## config.mk

```make
export PLATFORM = sky130hd
export DESIGN_NAME = burst_rr_sched_flat
export DESIGN_NICKNAME = d
export VERILOG_FILES = /design/src/rtl/burst_rr_sched_if.sv /design/src/rtl/burst_rr_sched.sv /design/src/flat_wrapper.sv
export SDC_FILE = /design/constraint.sdc
export NUM_CORES = 1
export LEC_CHECK = 0
export ABC_AREA = 1
export CORE_MARGIN = 2
export CORE_UTILIZATION = 35
export DETAILED_ROUTE_END_ITERATION = 10
export GPL_TIMING_DRIVEN = 0
export PLACE_DENSITY_LB_ADDON = 0.3
export SYNTH_ARGS = -nofsm -noshare
export SYNTH_HDL_FRONTEND = slang
export SYNTH_SLANG_ARGS = --single-unit
```

## constraint.sdc

```tcl
create_clock -name clk_i -period 2.3 [get_ports clk_i]
set_input_delay 0.46 -clock clk_i [delete_from_list [all_inputs] [get_ports clk_i]]
set_output_delay 0.46 -clock clk_i [all_outputs]
set_load 0.02 [all_outputs]
```

## src/rtl/burst_rr_sched_if.sv

```systemverilog
// Requester-side and downstream handshake bundle for burst_rr_sched.
// The slave modport is the scheduler; the master modport is the surrounding logic.
interface burst_rr_sched_if #(
  parameter int NumIn     = 4,
  parameter int DataWidth = 32
);
  localparam int IdxW = $clog2(NumIn);

  logic [NumIn-1:0]                req_i;
  logic [NumIn-1:0]                last_i;
  logic [NumIn-1:0][DataWidth-1:0] data_i;
  logic [NumIn-1:0]                gnt_o;
  logic                            req_o;
  logic [DataWidth-1:0]            data_o;
  logic                            last_o;
  logic [IdxW-1:0]                 idx_o;
  logic                            gnt_i;
  logic                            busy_o;

  modport master (
    output req_i, last_i, data_i, gnt_i,
    input  gnt_o, req_o, data_o, last_o, idx_o, busy_o
  );

  modport slave (
    input  req_i, last_i, data_i, gnt_i,
    output gnt_o, req_o, data_o, last_o, idx_o, busy_o
  );
endinterface

```

## src/rtl/burst_rr_sched.sv

```systemverilog
// Burst-aware round-robin scheduler: a winner holds the shared port until last_i
// or MaxBurst beats, then priority rotates past it. Output stage is registered.
module burst_rr_sched #(
  parameter int NumIn     = 4,
  parameter int DataWidth = 32,
  parameter int MaxBurst  = 16
) (
  input  logic              clk_i,
  input  logic              rst_ni,
  input  logic              flush_i,
  burst_rr_sched_if.slave   bus
);
  localparam int IdxW = $clog2(NumIn);
  localparam int CntW = (MaxBurst > 1) ? $clog2(MaxBurst) : 1;

  typedef enum logic {IDLE, LOCKED} state_t;

  state_t               state_q;
  logic [IdxW-1:0]      owner_q;
  logic [IdxW-1:0]      ptr_q;
  logic [CntW-1:0]      cnt_q;
  logic                 vld_q;
  logic [DataWidth-1:0] data_q;
  logic                 last_q;
  logic [IdxW-1:0]      idx_q;

  logic                 lock_q;
  logic [IdxW-1:0]      winner;
  logic [IdxW:0]        cand;
  logic [IdxW-1:0]      sel;
  logic [IdxW-1:0]      ptr_next;
  logic                 act;
  logic                 rdy;
  logic                 acc;
  logic                 end_burst;
  logic [NumIn-1:0]     gnt;

  // Scan from the highest offset down so the lowest offset from ptr_q wins.
  always_comb begin
    winner = '0;
    cand   = '0;
    for (int i = NumIn - 1; i >= 0; i--) begin
      cand = {1'b0, ptr_q} + (IdxW + 1)'(i);
      if (cand >= (IdxW + 1)'(NumIn)) cand = cand - (IdxW + 1)'(NumIn);
      if (bus.req_i[cand[IdxW-1:0]]) winner = cand[IdxW-1:0];
    end
  end

  assign lock_q    = (state_q == LOCKED);
  assign sel       = lock_q ? owner_q : winner;
  assign act       = lock_q ? bus.req_i[owner_q] : |bus.req_i;
  assign rdy       = ~vld_q | bus.gnt_i;
  assign acc       = act & rdy;
  assign end_burst = acc & (bus.last_i[sel] | (cnt_q == CntW'(MaxBurst - 1)));
  assign ptr_next  = (sel == IdxW'(NumIn - 1)) ? '0 : sel + 1'b1;

  always_comb begin
    gnt      = '0;
    gnt[sel] = acc;
  end

  // Burst FSM, rotation pointer and output register share one clocked block.
  always_ff @(posedge clk_i or negedge rst_ni) begin
    if (!rst_ni) begin
      state_q <= IDLE;
      owner_q <= '0;
      ptr_q   <= '0;
      cnt_q   <= '0;
      vld_q   <= 1'b0;
      data_q  <= '0;
      last_q  <= 1'b0;
      idx_q   <= '0;
    end else if (flush_i) begin
      state_q <= IDLE;
      ptr_q   <= '0;
      cnt_q   <= '0;
      vld_q   <= 1'b0;
    end else begin
      case (state_q)
        IDLE: begin
          if (acc && !end_burst) begin
            state_q <= LOCKED;
            owner_q <= sel;
            cnt_q   <= CntW'(1);
          end
        end
        LOCKED: begin
          if (end_burst) begin
            state_q <= IDLE;
            cnt_q   <= '0;
          end else if (acc) begin
            cnt_q <= cnt_q + 1'b1;
          end
        end
        default: state_q <= IDLE;
      endcase

      if (end_burst) ptr_q <= ptr_next;

      if (acc) begin
        vld_q  <= 1'b1;
        data_q <= bus.data_i[sel];
        last_q <= bus.last_i[sel];
        idx_q  <= sel;
      end else if (bus.gnt_i) begin
        vld_q <= 1'b0;
      end
    end
  end

  assign bus.gnt_o  = gnt;
  assign bus.req_o  = vld_q;
  assign bus.data_o = data_q;
  assign bus.last_o = last_q;
  assign bus.idx_o  = idx_q;
  assign bus.busy_o = lock_q;
endmodule

```

## src/flat_wrapper.sv

```systemverilog
// flat-port wrapper written by rule: the top's interface ports become plain ports
module burst_rr_sched_flat 
#(
  parameter int NumIn     = 4,
  parameter int DataWidth = 32,
  parameter int MaxBurst  = 16
)
  (clk_i, rst_ni, flush_i, bus_req_i, bus_last_i, bus_data_i, bus_gnt_i, bus_gnt_o, bus_req_o, bus_data_o, bus_last_o, bus_idx_o, bus_busy_o);
  burst_rr_sched_if #(.NumIn(NumIn), .DataWidth(DataWidth)) bus_i ();
  input  logic clk_i;
  input  logic rst_ni;
  input  logic flush_i;
  input wire logic [$bits(bus_i.req_i)-1:0] bus_req_i;
  input wire logic [$bits(bus_i.last_i)-1:0] bus_last_i;
  input wire logic [$bits(bus_i.data_i)-1:0] bus_data_i;
  input wire logic [$bits(bus_i.gnt_i)-1:0] bus_gnt_i;
  output wire logic [$bits(bus_i.gnt_o)-1:0] bus_gnt_o;
  output wire logic [$bits(bus_i.req_o)-1:0] bus_req_o;
  output wire logic [$bits(bus_i.data_o)-1:0] bus_data_o;
  output wire logic [$bits(bus_i.last_o)-1:0] bus_last_o;
  output wire logic [$bits(bus_i.idx_o)-1:0] bus_idx_o;
  output wire logic [$bits(bus_i.busy_o)-1:0] bus_busy_o;
  assign bus_i.req_i = bus_req_i;
  assign bus_i.last_i = bus_last_i;
  assign bus_i.data_i = bus_data_i;
  assign bus_i.gnt_i = bus_gnt_i;
  assign bus_gnt_o = bus_i.gnt_o;
  assign bus_req_o = bus_i.req_o;
  assign bus_data_o = bus_i.data_o;
  assign bus_last_o = bus_i.last_o;
  assign bus_idx_o = bus_i.idx_o;
  assign bus_busy_o = bus_i.busy_o;
  burst_rr_sched #(.NumIn(NumIn), .DataWidth(DataWidth), .MaxBurst(MaxBurst)) u_core (.clk_i(clk_i), .rst_ni(rst_ni), .flush_i(flush_i), .bus(bus_i));
endmodule
```

**Word level (Yosys, flattened, before mapping)**

Index checks and enable logic that the tools add are counted.

- Bits in registers: 45
- Latch bits: 0
- RAM bits: 0
- Memory bits (read-only): 0
- Input bits: 140
- Output and inout bits: 41
- Word-level logic and storage cells: 90
- Memories: 0

- Add/subtract/negate cells: 9
- $mul: 0
- Divide/modulo/power cells: 0
- Magnitude comparators: 11
- Equal/unequal tests: 4
- Shift operators: 0
- Multiplexer cells: 41
- Bitwise logic cells: 8
- Reductions and logical operators: 9

Operators with widths:

| kind | number |
|---|---|
| 32-bit binary-select mux with 2-bit select | 1 |
| 32-bit 2-to-1 mux | 1 |
| 2-bit 2-to-1 mux | 12 |
| 2-bit by 3-bit less-than comparator with 1-bit output, second input constant | 6 |
| 4-bit 2-to-1 mux | 4 |
| 1-bit 2-to-1 mux | 14 |
| 1-bit binary-select mux with 2-bit select | 6 |
| 3-bit greater-or-equal comparator, second input constant | 3 |
| 4-bit one-hot mux with 2 select lines | 1 |
| 2-bit by 1-bit subtractor with 2-bit output, second input constant | 4 |
| 2-bit by 2-bit adder with 3-bit output, second input constant | 2 |
| 4-bit by 1-bit adder with 4-bit output, second input constant | 1 |
| 4-bit bitwise AND | 1 |
| 4-bit equality test, second input constant | 1 |
| 4-bit inequality test, second input constant | 1 |
| 2-bit AND reduction | 2 |
| 4-bit OR reduction | 1 |
| 2-bit by 1-bit adder with 3-bit output, second input constant | 1 |
| 2-bit by 3-bit greater-or-equal comparator with 1-bit output, second input constant | 1 |
| 3-bit by 2-bit inequality test with 1-bit output, second input constant | 1 |
| 1-bit NOT | 3 |
| 3-bit AND reduction | 1 |
| 3-bit nonzero test | 1 |
| 2-bit by 1-bit adder with 2-bit output, second input constant | 1 |
| 9 further kinds | 12 |

**Logic depth before layout (Yosys ltp)**

Gate-level depths: netlist of run 1.

- Word-level depth: 19
- Depth in mapped cells: 17
- Depth with buffers taken out: 16

**Worst setup path before layout of run 1**

Ideal clock, no wire load.

- Kind: flip-flop to output port
- From: register u_core.ptr_q[0]
- To: output port bus_gnt_o[3]
- Arrival: 1.903 ns
- Required time: 1.840 ns
- Path slack: -0.063 ns
- Cell stages (with the launch flop): 16
- Path buffers: 3
- Path through: dfrtp_1 buf_4 nand2_1 nor2_2 nor2_4 nand3_2 nand2_1 nand2_1 nand3_2 nand2_4 inv_2 buf_6 buf_6 ha_1 inv_1 nor2_1

- Cells in the longest elaborated chain, start to end: 15

RTL lines:

| item | line | RTL |
|---|---|---|
| start: declaration | burst_rr_sched.sv:20 | `logic [IdxW-1:0] ptr_q;` |
| start signal: assignment | burst_rr_sched.sv:98 | `if (end_burst) ptr_q <= ptr_next;` |
| 2-bit by 2-bit adder with 3-bit output | burst_rr_sched.sv:43 | `cand = {1'b0, ptr_q} + (IdxW + 1)'(i);` |
| 3-bit greater-or-equal comparator or 2-bit by 1-bit subtractor with 2-bit output (tied branches) | burst_rr_sched.sv:44 | `if (cand >= (IdxW + 1)'(NumIn)) cand = cand - (IdxW + 1)'(NumIn);` |
| 2-bit 2-to-1 mux | burst_rr_sched.sv:44 |  |
| 1-bit binary-select mux with 2-bit select | burst_rr_sched.sv:45 | `if (bus.req_i[cand[IdxW-1:0]]) winner = cand[IdxW-1:0];` |
| 1-bit 2-to-1 mux (not written as such) | burst_rr_sched.sv:45 |  |
| 2-bit 2-to-1 mux (3 in series) | burst_rr_sched.sv:45 |  |
| 2-bit 2-to-1 mux (*) | burst_rr_sched.sv:45 |  |
| 2-bit 2-to-1 mux (*) | burst_rr_sched.sv:50 | `assign sel = lock_q ? owner_q : winner;` |
| named net u_core.sel[0] | burst_rr_sched.sv:30 | `logic [IdxW-1:0] sel;` |
| 2-bit by 3-bit less-than comparator with 1-bit output (not written as such) or 2-bit by 1-bit greater-or-equal comparator with 1-bit output (tied branches) | burst_rr_sched.sv:59 | `gnt[sel] = acc;` |
| 1-bit logical AND (not written as such) | burst_rr_sched.sv:59 |  |
| 1-bit 2-to-1 mux (not written as such) | burst_rr_sched.sv:59 |  |
| 1-bit demux with 2-bit select (*) | -- |  |
| 4-bit bitwise AND (no source line) (*) | -- |  |
| end: declaration | flat_wrapper.sv:17 | `output wire logic [$bits(bus_i.gnt_o)-1:0] bus_gnt_o;` |

The timed path passes the listed nets; every way through them passes the cells marked *. The select of a mux whose other input is x is not followed.

**Worst setup path in the final report of run 1**

- From: input port bus_req_i[3]
- To: output port bus_gnt_o[2]

- Cells in the longest elaborated chain, start to end: 12

RTL lines:

| item | line | RTL |
|---|---|---|
| start: declaration | flat_wrapper.sv:13 | `input wire logic [$bits(bus_i.req_i)-1:0] bus_req_i;` |
| 1-bit binary-select mux with 2-bit select | burst_rr_sched.sv:45 |  |
| 1-bit 2-to-1 mux (not written as such) | burst_rr_sched.sv:45 |  |
| 2-bit 2-to-1 mux (4 in series) | burst_rr_sched.sv:45 |  |
| 2-bit 2-to-1 mux | burst_rr_sched.sv:50 |  |
| 2-bit by 3-bit less-than comparator with 1-bit output (not written as such) or 2-bit by 1-bit greater-or-equal comparator with 1-bit output (tied branches) | burst_rr_sched.sv:59 |  |
| 1-bit logical AND (not written as such) | burst_rr_sched.sv:59 |  |
| 1-bit 2-to-1 mux (not written as such) | burst_rr_sched.sv:59 |  |
| 1-bit demux with 2-bit select | -- |  |
| 4-bit bitwise AND (no source line) (*) | -- |  |

Mark *: on every way between the ends. The rest lies on a longest branch, timed or not. The select of a mux whose other input is x is not followed.

==> results.md, run 1 <==
Floorplan:
- The number of rows in the core area is 34.
- The area of the core is 8760 sq um.
- The width of the chip is a little under 100 um.
- The die covers between 9000 and 10000 sq um.
- For this configuration, the core starts out at a cell density of between 30% and 40%.
- The die outline height is around 99 um.
- The top-level I/O count is 181.

GRT:
- The global-route wire length before repair is about 19000 um.
- For this run the aggregate overflow at the end of global routing stands at 0.
- Across every metal layer, demand over resource in global routing totals 24.2%.
- The largest net degree at the start of global routing is 33.
- The initial antenna violation count is 0.
- The via count of the first global-routing pass is 4083.

CTS:
- The number of sinks handled by clock tree synthesis is between 40 and 50.
- The insertion delay to the later sink of the worst-skew pair is around 0.3 ns.
- The number of buffers on the longest clock path is 2.
- The post-CTS clock slew at the launch and capture registers of the worst setup and hold paths is 0.09 ns.
- The number of hold buffers added after cts is 0.
- The H-tree generated during clock tree synthesis spans 2 levels.
- The clock root buffer is sky130_fd_sc_hd__clkbuf_8.
- TritonCTS built the clock tree.
- Clock tree synthesis inserted a total of 5 buffers.

Critical path:
- The maximum single-stage delay on the critical path is 0.32 ns.
- At the worst endpoint, the required time is ~1.8 ns.
- The critical path is of the primary input to output pin type.
- Of all nets on the critical path, the largest fanout is 6.
- The type of destination of the critical path is an output pin.
- The endpoint arrival time on the critical path is around 2.2 ns.
- The worst setup path is launched from a primary input.
- The critical path goes through dlygate4sd2_1 > inv_2 > o21ai_4 > nand2_2 > nand3_2 > nand2_1 > nand2_1 > nand3_2 > nand2_4 > buf_8 > buf_8 > ha_4 > inv_2 > nor2_2 > buf_6.
- Among all stages on the critical path, the largest delay is contributed by sky130_fd_sc_hd__dlygate4sd2_1.

Logic synthesis:
- The register area share after synthesis is a little over a third.
- A synthesized cell averages 6.75 sq um.
- The predominant post-synthesis flop cell is sky130_fd_sc_hd__dfrtp_1.
- In this run, synthesis inferred 0 flip-flops with an integrated enable.
- The synthesis-stage register bit count is 45.
- The number of distinct library cells after synthesis is 28.
- The post-synthesis cell area is 3160 sq um.
- Yosys printed 0 warnings.
- The net count after synthesis is a little over 600.
- The share of async-settable or async-resettable flops after synthesis is 100%.
- Synthesis produced between 400 and 500 cells.

Timing:
- The top achievable clock speed is ~380 MHz.
- Setup violations remaining at the end of the flow were counted as 4.
- For the finished layout, the period the worst path requires is between 2 and 3 ns.
- Clock skew on the completed layout was measured at ~0.0054 ns.
- The worst pin sits at a relative slew slack of between 70% and 80%.
- The total count of hold-check failures in the final report came to 0.
- The final number of max-transition violations is 0.
- The slew at the pin closest to its max-slew limit is about 0.38 ns.
- The worst path uses 115% of the clock period.
- The final worst hold slack is roughly 0.063 ns.
- After layout, the worst setup slack is -0.356 ns.
- Setup repair after global routing could not meet its margin everywhere.

Layout:
- Fill cells in the final layout number between 700 and 800.
- The post-route cell area is about 5800 sq um.
- The share of layout cells above drive strength 1 is ~20%.
- 0 antenna diodes ended up in the layout.
- The core utilization of the finished layout is between 60 and 70%.
- From synthesis to final layout, the design area changed by 82.0%.
- The final cell count without fillers is between 700 and 800.
- The final net count is 834.

Power and ir drop:
- The power density normalized to cell area is ~1400 nW/um^2.
- The worst-case IR drop observed on VDD is 0.653 mV.
- The standby leakage power is 0.00258 uW.

Placement:
- The number of placed instances with taps included is about 760.
- Summing all placed instances gives a cell area of slightly above 5000 sq um.
- The total half-perimeter wirelength after legalization and detailed placement is 8910 um.
- The number of buffer cells added on primary ports is 180.
- The final weighted congestion in routability-driven placement is approximately 0.87.

Routing:
- In this run the remaining antenna-violating nets after routing total 0.
- Detailed routing inserted a total of 4061 vias.
- The first-pass iteration count of the detailed router is 5.
- In this run, the number of DRC markers left after iteration 0 of detailed routing was 217.
- The average wire per standard cell is roughly 16 um.
- For this run, design rule violations remaining after detail routing come to 0.
- Dividing the detail-routed via count by the number of cells gives 5.09.
- The final wirelength is around 13000 um.

Run:
- The tool flagged a number of max-cap violations equal to 0.

Status:
- The run finished, with violations left.
- The final reports fail on setup timing.

Worst hold path:
- The worst hold path belongs to the class primary input to asynchronous set/reset pin.
-- per-stage QoR --
stage                     setup TNS, ns  worst slack (ns)  power [uW]
final                             -1.27            -0.356        8110
after global placement           -42.96             -1.27        6290
after global routing              -3.18            -0.468        8740
after detailed placement         -22.31             -1.28        6400
after floorplan                       0            0.0120        4540
after CTS                         -1.60            -0.415        7490
-- report_power, final --
part           internal, uW  switching [uW]  leakage, uW
combinational          2690            3320      0.00195
clock                   432             294    0.0000681
sequential             1140             234     0.000562
-- sequential cells by signal (all words and copies together) (netlist names) --
signal and cells:
u_core.bus.busy_o 1, u_core.bus.req_o 1, u_core.bus.data_o 32, u_core.bus.idx_o 2, u_core.ptr_q 2, u_core.owner_q 2
u_core.bus.last_o 1, u_core.cnt_q 4
-- cells by family (layout without fill, tap and decap cells) --
family | count (synthesis) | after routing | share of synthesized area (%)
AND/OR/NAND/NOR | 240 | 240 | 31.9
AO/OA/AOI/OAI | 121 | 121 | 20.7
buffers and inverters | 58 | 279 | 9.85
flip-flops | 45 | 45 | 35.6
adder cells (fa/ha/maj) | 5 | 5 | 1.98
-- layout make-up --
cell class	count	area (sq um)	area share (%)
Timing Repair Buffer	215	2080	36.0
Multi-Input combinational cell	366	1910	33.1
Sequential cell	45	1130	19.6
Buffer	27	251	4.37
Tap cell	108	135	2.35
Inverter	29	129	2.24
Clock buffer	5	68.8	1.20
Clock inverter	3	65.1	1.13
-- layer usage --
metal	track usage, %	wire (um)	up-vias
met3	3.69	783	23
met2	42.9	6500	151
met5	0	0	-
met1	30.2	5120	1901
li1	-	-	1986
met4	7.48	228	0
-- cells in the final DEF, fill, tap and decap left out, drive strengths merged --
| cell type | count |
|---|---|
| clkdlybuf4s50 | 171 |
| bufinv | 2 |
| o21ai | 79 |
| a21oi | 8 |
| buf | 65 |
| nand4 | 2 |
| nand3 | 19 |
| dlygate4sd2 | 4 |
| clkbuf | 7 |
| nand2 | 142 |
| o21a | 1 |
| clkinv | 2 |
| o2111ai | 1 |
| dfrtp | 45 |
| ha | 5 |
| inv | 28 |
| nor2 | 76 |
| nor3 | 1 |
| o22ai | 32 |
-- repair_timing --
action,in CTS,in global routing
pin swaps,7,26
gates cloned,0,1
endpoints found under the setup margin,37,40
gates resized for setup,51,69
setup buffers,11,23
-- final timing paths --
check	from	to	slack, ns	cells past startpoint
max in group asynchronous	rst_ni	u_core.ptr_q[1]$_DFFE_PN0P_	1.74	2
worst max-delay path	bus_req_i[3]	bus_gnt_o[2]	-0.36	15
min in group clk_i	u_core.bus.data_o[20]$_DFFE_PN0P_	u_core.bus.data_o[20]$_DFFE_PN0P_	0.48	2
worst max register to register	u_core.ptr_q[0]$_DFFE_PN0P_	u_core.bus.data_o[15]$_DFFE_PN0P_	0.08	16
worst min-delay path	rst_ni	u_core.bus.req_o$_DFFE_PN0P_	0.06	1
worst min register to register	u_core.bus.data_o[20]$_DFFE_PN0P_	u_core.bus.data_o[20]$_DFFE_PN0P_	0.48	2
-- synthesized netlist by cell type, types with 2 or more instances --
cell	instances	area, sq um
sky130_fd_sc_hd__inv_1	23	86.3
sky130_fd_sc_hd__a21oi_1	7	35.0
sky130_fd_sc_hd__dfrtp_1	45	1130
sky130_fd_sc_hd__nor2_4	2	22.5
sky130_fd_sc_hd__nand2_2	3	18.8
sky130_fd_sc_hd__o21ai_0	59	295
sky130_fd_sc_hd__inv_2	5	18.8
sky130_fd_sc_hd__nand2_1	138	518
sky130_fd_sc_hd__ha_1	5	62.6
sky130_fd_sc_hd__o22ai_1	32	200
sky130_fd_sc_hd__buf_4	3	22.5
sky130_fd_sc_hd__nand3_2	4	40.0
sky130_fd_sc_hd__buf_6	7	78.8
sky130_fd_sc_hd__nand3_4	2	35.0
sky130_fd_sc_hd__nand4_1	2	12.5
sky130_fd_sc_hd__nand3_1	13	65.1
sky130_fd_sc_hd__o21ai_1	20	100
sky130_fd_sc_hd__nor2_1	73	274
sky130_fd_sc_hd__buf_2	17	85.1
-- critical path: cells and delay by family --
family	cells	cell delay, ns
compound gates	1	0.17
fa+ha+maj	1	0.13
buf+inv	6	0.80
simple gates	7	0.62
Note: power is estimated with default switching activity, not from simulation.
==> run 2, diff against run 1 <==
--- a/config.mk
+++ b/config.mk
@@ -6,8 +6,10 @@
 export NUM_CORES = 1
 export LEC_CHECK = 0
 export ABC_AREA = 1
+export CELL_PAD_IN_SITES_DETAIL_PLACEMENT = 2
+export CELL_PAD_IN_SITES_GLOBAL_PLACEMENT = 2
 export CORE_MARGIN = 2
-export CORE_UTILIZATION = 35
+export CORE_UTILIZATION = 17
 export DETAILED_ROUTE_END_ITERATION = 10
 export GPL_TIMING_DRIVEN = 0
 export PLACE_DENSITY_LB_ADDON = 0.3
==> results.md, run 2 (synthesized netlist as in run 1, its figures left out) <==
Status:
- The run finished, with violations left.
- The checks that failed: setup timing.

Layout:
- The flip-flop count of the largest register after layout was 32 (unchanged).
- Leaving out fill and tap cells, the most frequent cells in the layout are sky130_fd_sc_hd__clkdlybuf4s50_1, sky130_fd_sc_hd__nand2_1, sky130_fd_sc_hd__nor2_1.
- The number of filler instances in the final layout is 2072 (+170%).
- The share of layout cells above drive strength 1 is 20.2% (+0.61 points).
- The area overhead of the layout relative to synthesis is 88.4%.
- The final net count is 828 (-0.72%).
- The antenna diode instance count is 0 (unchanged).
- The library cell used most frequently in the layout, excluding fill and tap cells, is sky130_fd_sc_hd__clkdlybuf4s50_1.

Timing:
- The final number of max-transition violations was 0 (unchanged).
- The top achievable clock speed is 364 MHz (-3.2%).
- Setup repair after global routing could not meet its margin everywhere.
- The part of the cycle the worst path needs is 119% (+3.9 points).
- The slew at the pin closest to its max-slew limit was 0.578 ns (+0.199 ns).
- The post-route minimum period came to 2.75 ns (+0.0886 ns).
- The worst relative slew slack is 61.5% (-13 points).
- The total count of hold-check failures in the final report is 0 (unchanged).
- The final count of negative-setup-slack endpoints is 35 (+31).
- The setup TNS is -4.23 ns (-2.95 ns).
- The worst path setup slack after routing was -0.445 ns (-0.0886 ns).
- The final clock skew came to 0.0115 ns (+0.00605 ns).

Power and ir drop:
- The standby leakage power is 0.00258 uW (-0.10%).
- The power density normalized to cell area is 1440 nW/um^2 (+2.3%).
- The maximum VDD drop came to 0.426 mV (-35%).
- The total power of the final layout is 8590 uW (+6.0%).

Routing:
- The met3 wirelength from detailed routing is 1280 um (+63%).
- The number of vias per cell after detailed routing is 4.51 (-11%).
- The average wire per standard cell is 18.6 um (+17%).
- The count of unresolved DRC violations after routing was 0 (unchanged).
- The highest routing layer actually used is met4.
- The remaining antenna violation count after routing is 0 (unchanged).
- The sum of met2 wire segment lengths after detailed routing was 8420 um (+30%).
- The number of DRC violations after detailed-routing iteration 0 is 107 (-51%).
- The final wirelength is 17000 um (+34%).
- The met1 routed wirelength after detailed routing is 6940 um (+36%).
- The total number of vias came to 4115 (+1.3%).
- The first-pass iteration count of the detailed router is 4 (-1).

Placement:
- The final weighted congestion in routability-driven placement came to 0.874 (+0.40%).
- The number of buffer cells added on primary ports is 180 (unchanged).
- The total half-perimeter wirelength after legalization and detailed placement is 12900 um (+45%).

CTS:
- The number of clock buffers inserted by TritonCTS is 5 (unchanged).
- The number of hold buffers added after cts came to 0 (unchanged).
- The clock root buffer is sky130_fd_sc_hd__clkbuf_16.
- The insertion delay to the later sink of the worst-skew pair is 0.29 ns (about the same).
- The number of buffers on the longest clock path is 2 (unchanged).
- TritonCTS built the clock tree.
- The number of sinks handled by clock tree synthesis is 45 (unchanged).
- The total number of H-tree levels was 2 (unchanged).
- The post-CTS clock slew at the launch and capture registers of the worst setup and hold paths came to 0.07 ns (-0.02 ns).

Floorplan:
- The number of rows in the core area was 49 (+44%).
- The width of the chip is 140 um (+42%).
- The die outline height is 140 um (+42%).
- The area of the core is 18100 sq um (+110%).
- The overall die area is 19700 sq um (+100%).
- The initial cell density of the core is 17.5% (-19 points).
- The top-level I/O count came to 181 (unchanged).

GRT:
- The sum of overflow across all layers after global routing is 0 (unchanged).
- The largest net degree at the start of global routing is 24 (-27%).
- The initial antenna violation count was 0 (unchanged).
- The via count of the first global-routing pass came to 4740 (+16%).
- The overall routing resource usage came to 17.2% (-7.0 points).
- The global-route wire length before repair is 26400 um (+37%).

Run:
- The max-cap check violation count came to 0 (unchanged).

Critical path:
- The worst setup path is captured at an output pin.
- The required time reported for the critical path endpoint is 1.84 ns (about the same).
- The element type at the critical path start is a primary input.
- The endpoint arrival time on the critical path is 2.29 ns (+0.09 ns).
- The worst setup path is of the primary input to output pin kind.
- The top fanout value on the critical path is 4 (-2).

Worst hold path:
- The path class of the tightest hold or removal check is primary input to asynchronous set/reset pin.
==> run 2: changes by cell type in the layout (fill, tap and decap cells not counted), sizes merged <==
cell | previous run | this run
buf | 65 | 59
bufinv | 2 | 0
clkdlybuf4s15 | 0 | 1
clkinv | 2 | 3
clkinvlp | 0 | 1
dlygate4sd2 | 4 | 3
==> run 2: cell type report <==
| cell class | count | area, sq um | share of cell area (%) |
|---|---|---|---|
| inverters | 29 | 129 | 2.16 |
| flip-flops and latches | 45 | 1130 | 18.9 |
| multi-input cells | 366 | 1960 | 32.8 |
| repair buffers | 207 | 2020 | 34.0 |
| clock inverters | 3 | 17.5 | 0.294 |
| clock buffers | 5 | 125 | 2.10 |
| well taps | 229 | 287 | 4.81 |
| plain buffers | 29 | 293 | 4.91 |
==> run 2: power breakdown <==
part	internal [uW]	switching [uW]
Sequential	1140	227
Combinational	2790	3710
Clock	399	321
Total	4330	4260
==> run 2: path summary, 6_finish.rpt <==
| kind | slack, ns | start | endpoint | cells after the start |
|---|---|---|---|---|
| max in group asynchronous | 1.57 | rst_ni | u_core.ptr_q[1]$_DFFE_PN0P_ | 2 |
| min in group clk_i | 0.48 | u_core.bus.last_o$_DFFE_PN0P_ | u_core.bus.last_o$_DFFE_PN0P_ | 2 |
| hold / removal | 0.16 | rst_ni | u_core.bus.data_o[29]$_DFFE_PN0P_ | 1 |
| hold reg to reg | 0.48 | u_core.bus.last_o$_DFFE_PN0P_ | u_core.bus.last_o$_DFFE_PN0P_ | 2 |
| setup reg to reg | -0.06 | u_core.ptr_q[0]$_DFFE_PN0P_ | u_core.bus.data_o[4]$_DFFE_PN0P_ | 17 |
| setup / recovery | -0.45 | bus_req_i[3] | bus_gnt_o[3] | 17 |
==> run 2: timing repair <==
action | in CTS | in global routing
gates resized for setup | 102 | 25
cloned | 1 | 0
setup endpoints to repair | 48 | 45
pin swaps | 17 | 11
buffers inserted | 17 | 9
==> run 2: per-stage QoR <==
stage	instance area [sq um]	hold slack [ns]	setup WS [ns]	cells	utilization, %
after detailed placement	5280	0.469	-1.35	879	29.2
after CTS	5800	0.180	-0.427	905	32.1
after floorplan	3170	0.164	0.0120	469	-
after global routing	5960	0.207	-0.560	913	33.0
final	5960	0.156	-0.445	913	33.0
after global placement	5260	0.462	-1.32	878	29.1
==> run 2: worst max-delay path: stages <==
cell	delay (ns)
sky130_fd_sc_hd__clkdlybuf4s15_1	0.26
sky130_fd_sc_hd__inv_2	0.15
sky130_fd_sc_hd__nand2_1	0.07
sky130_fd_sc_hd__nand3_1	0.12
sky130_fd_sc_hd__nand2_2	0.07
sky130_fd_sc_hd__nand3_2	0.09
sky130_fd_sc_hd__nand2_1	0.06
sky130_fd_sc_hd__nand2_1	0.08
sky130_fd_sc_hd__nand3_2	0.10
sky130_fd_sc_hd__nand2_4	0.14
sky130_fd_sc_hd__inv_4	0.05
sky130_fd_sc_hd__buf_12	0.12
sky130_fd_sc_hd__buf_12	0.12
sky130_fd_sc_hd__ha_4	0.15
sky130_fd_sc_hd__inv_2	0.05
sky130_fd_sc_hd__nor2_2	0.04
sky130_fd_sc_hd__buf_6	0.13
==> run 2: metal layers <==
metal	global-route usage, %	vias up
li1	-	1970
met1	19.9	1992
met2	31.3	136
met3	5.13	17
met4	3.83	0
met5	0	-
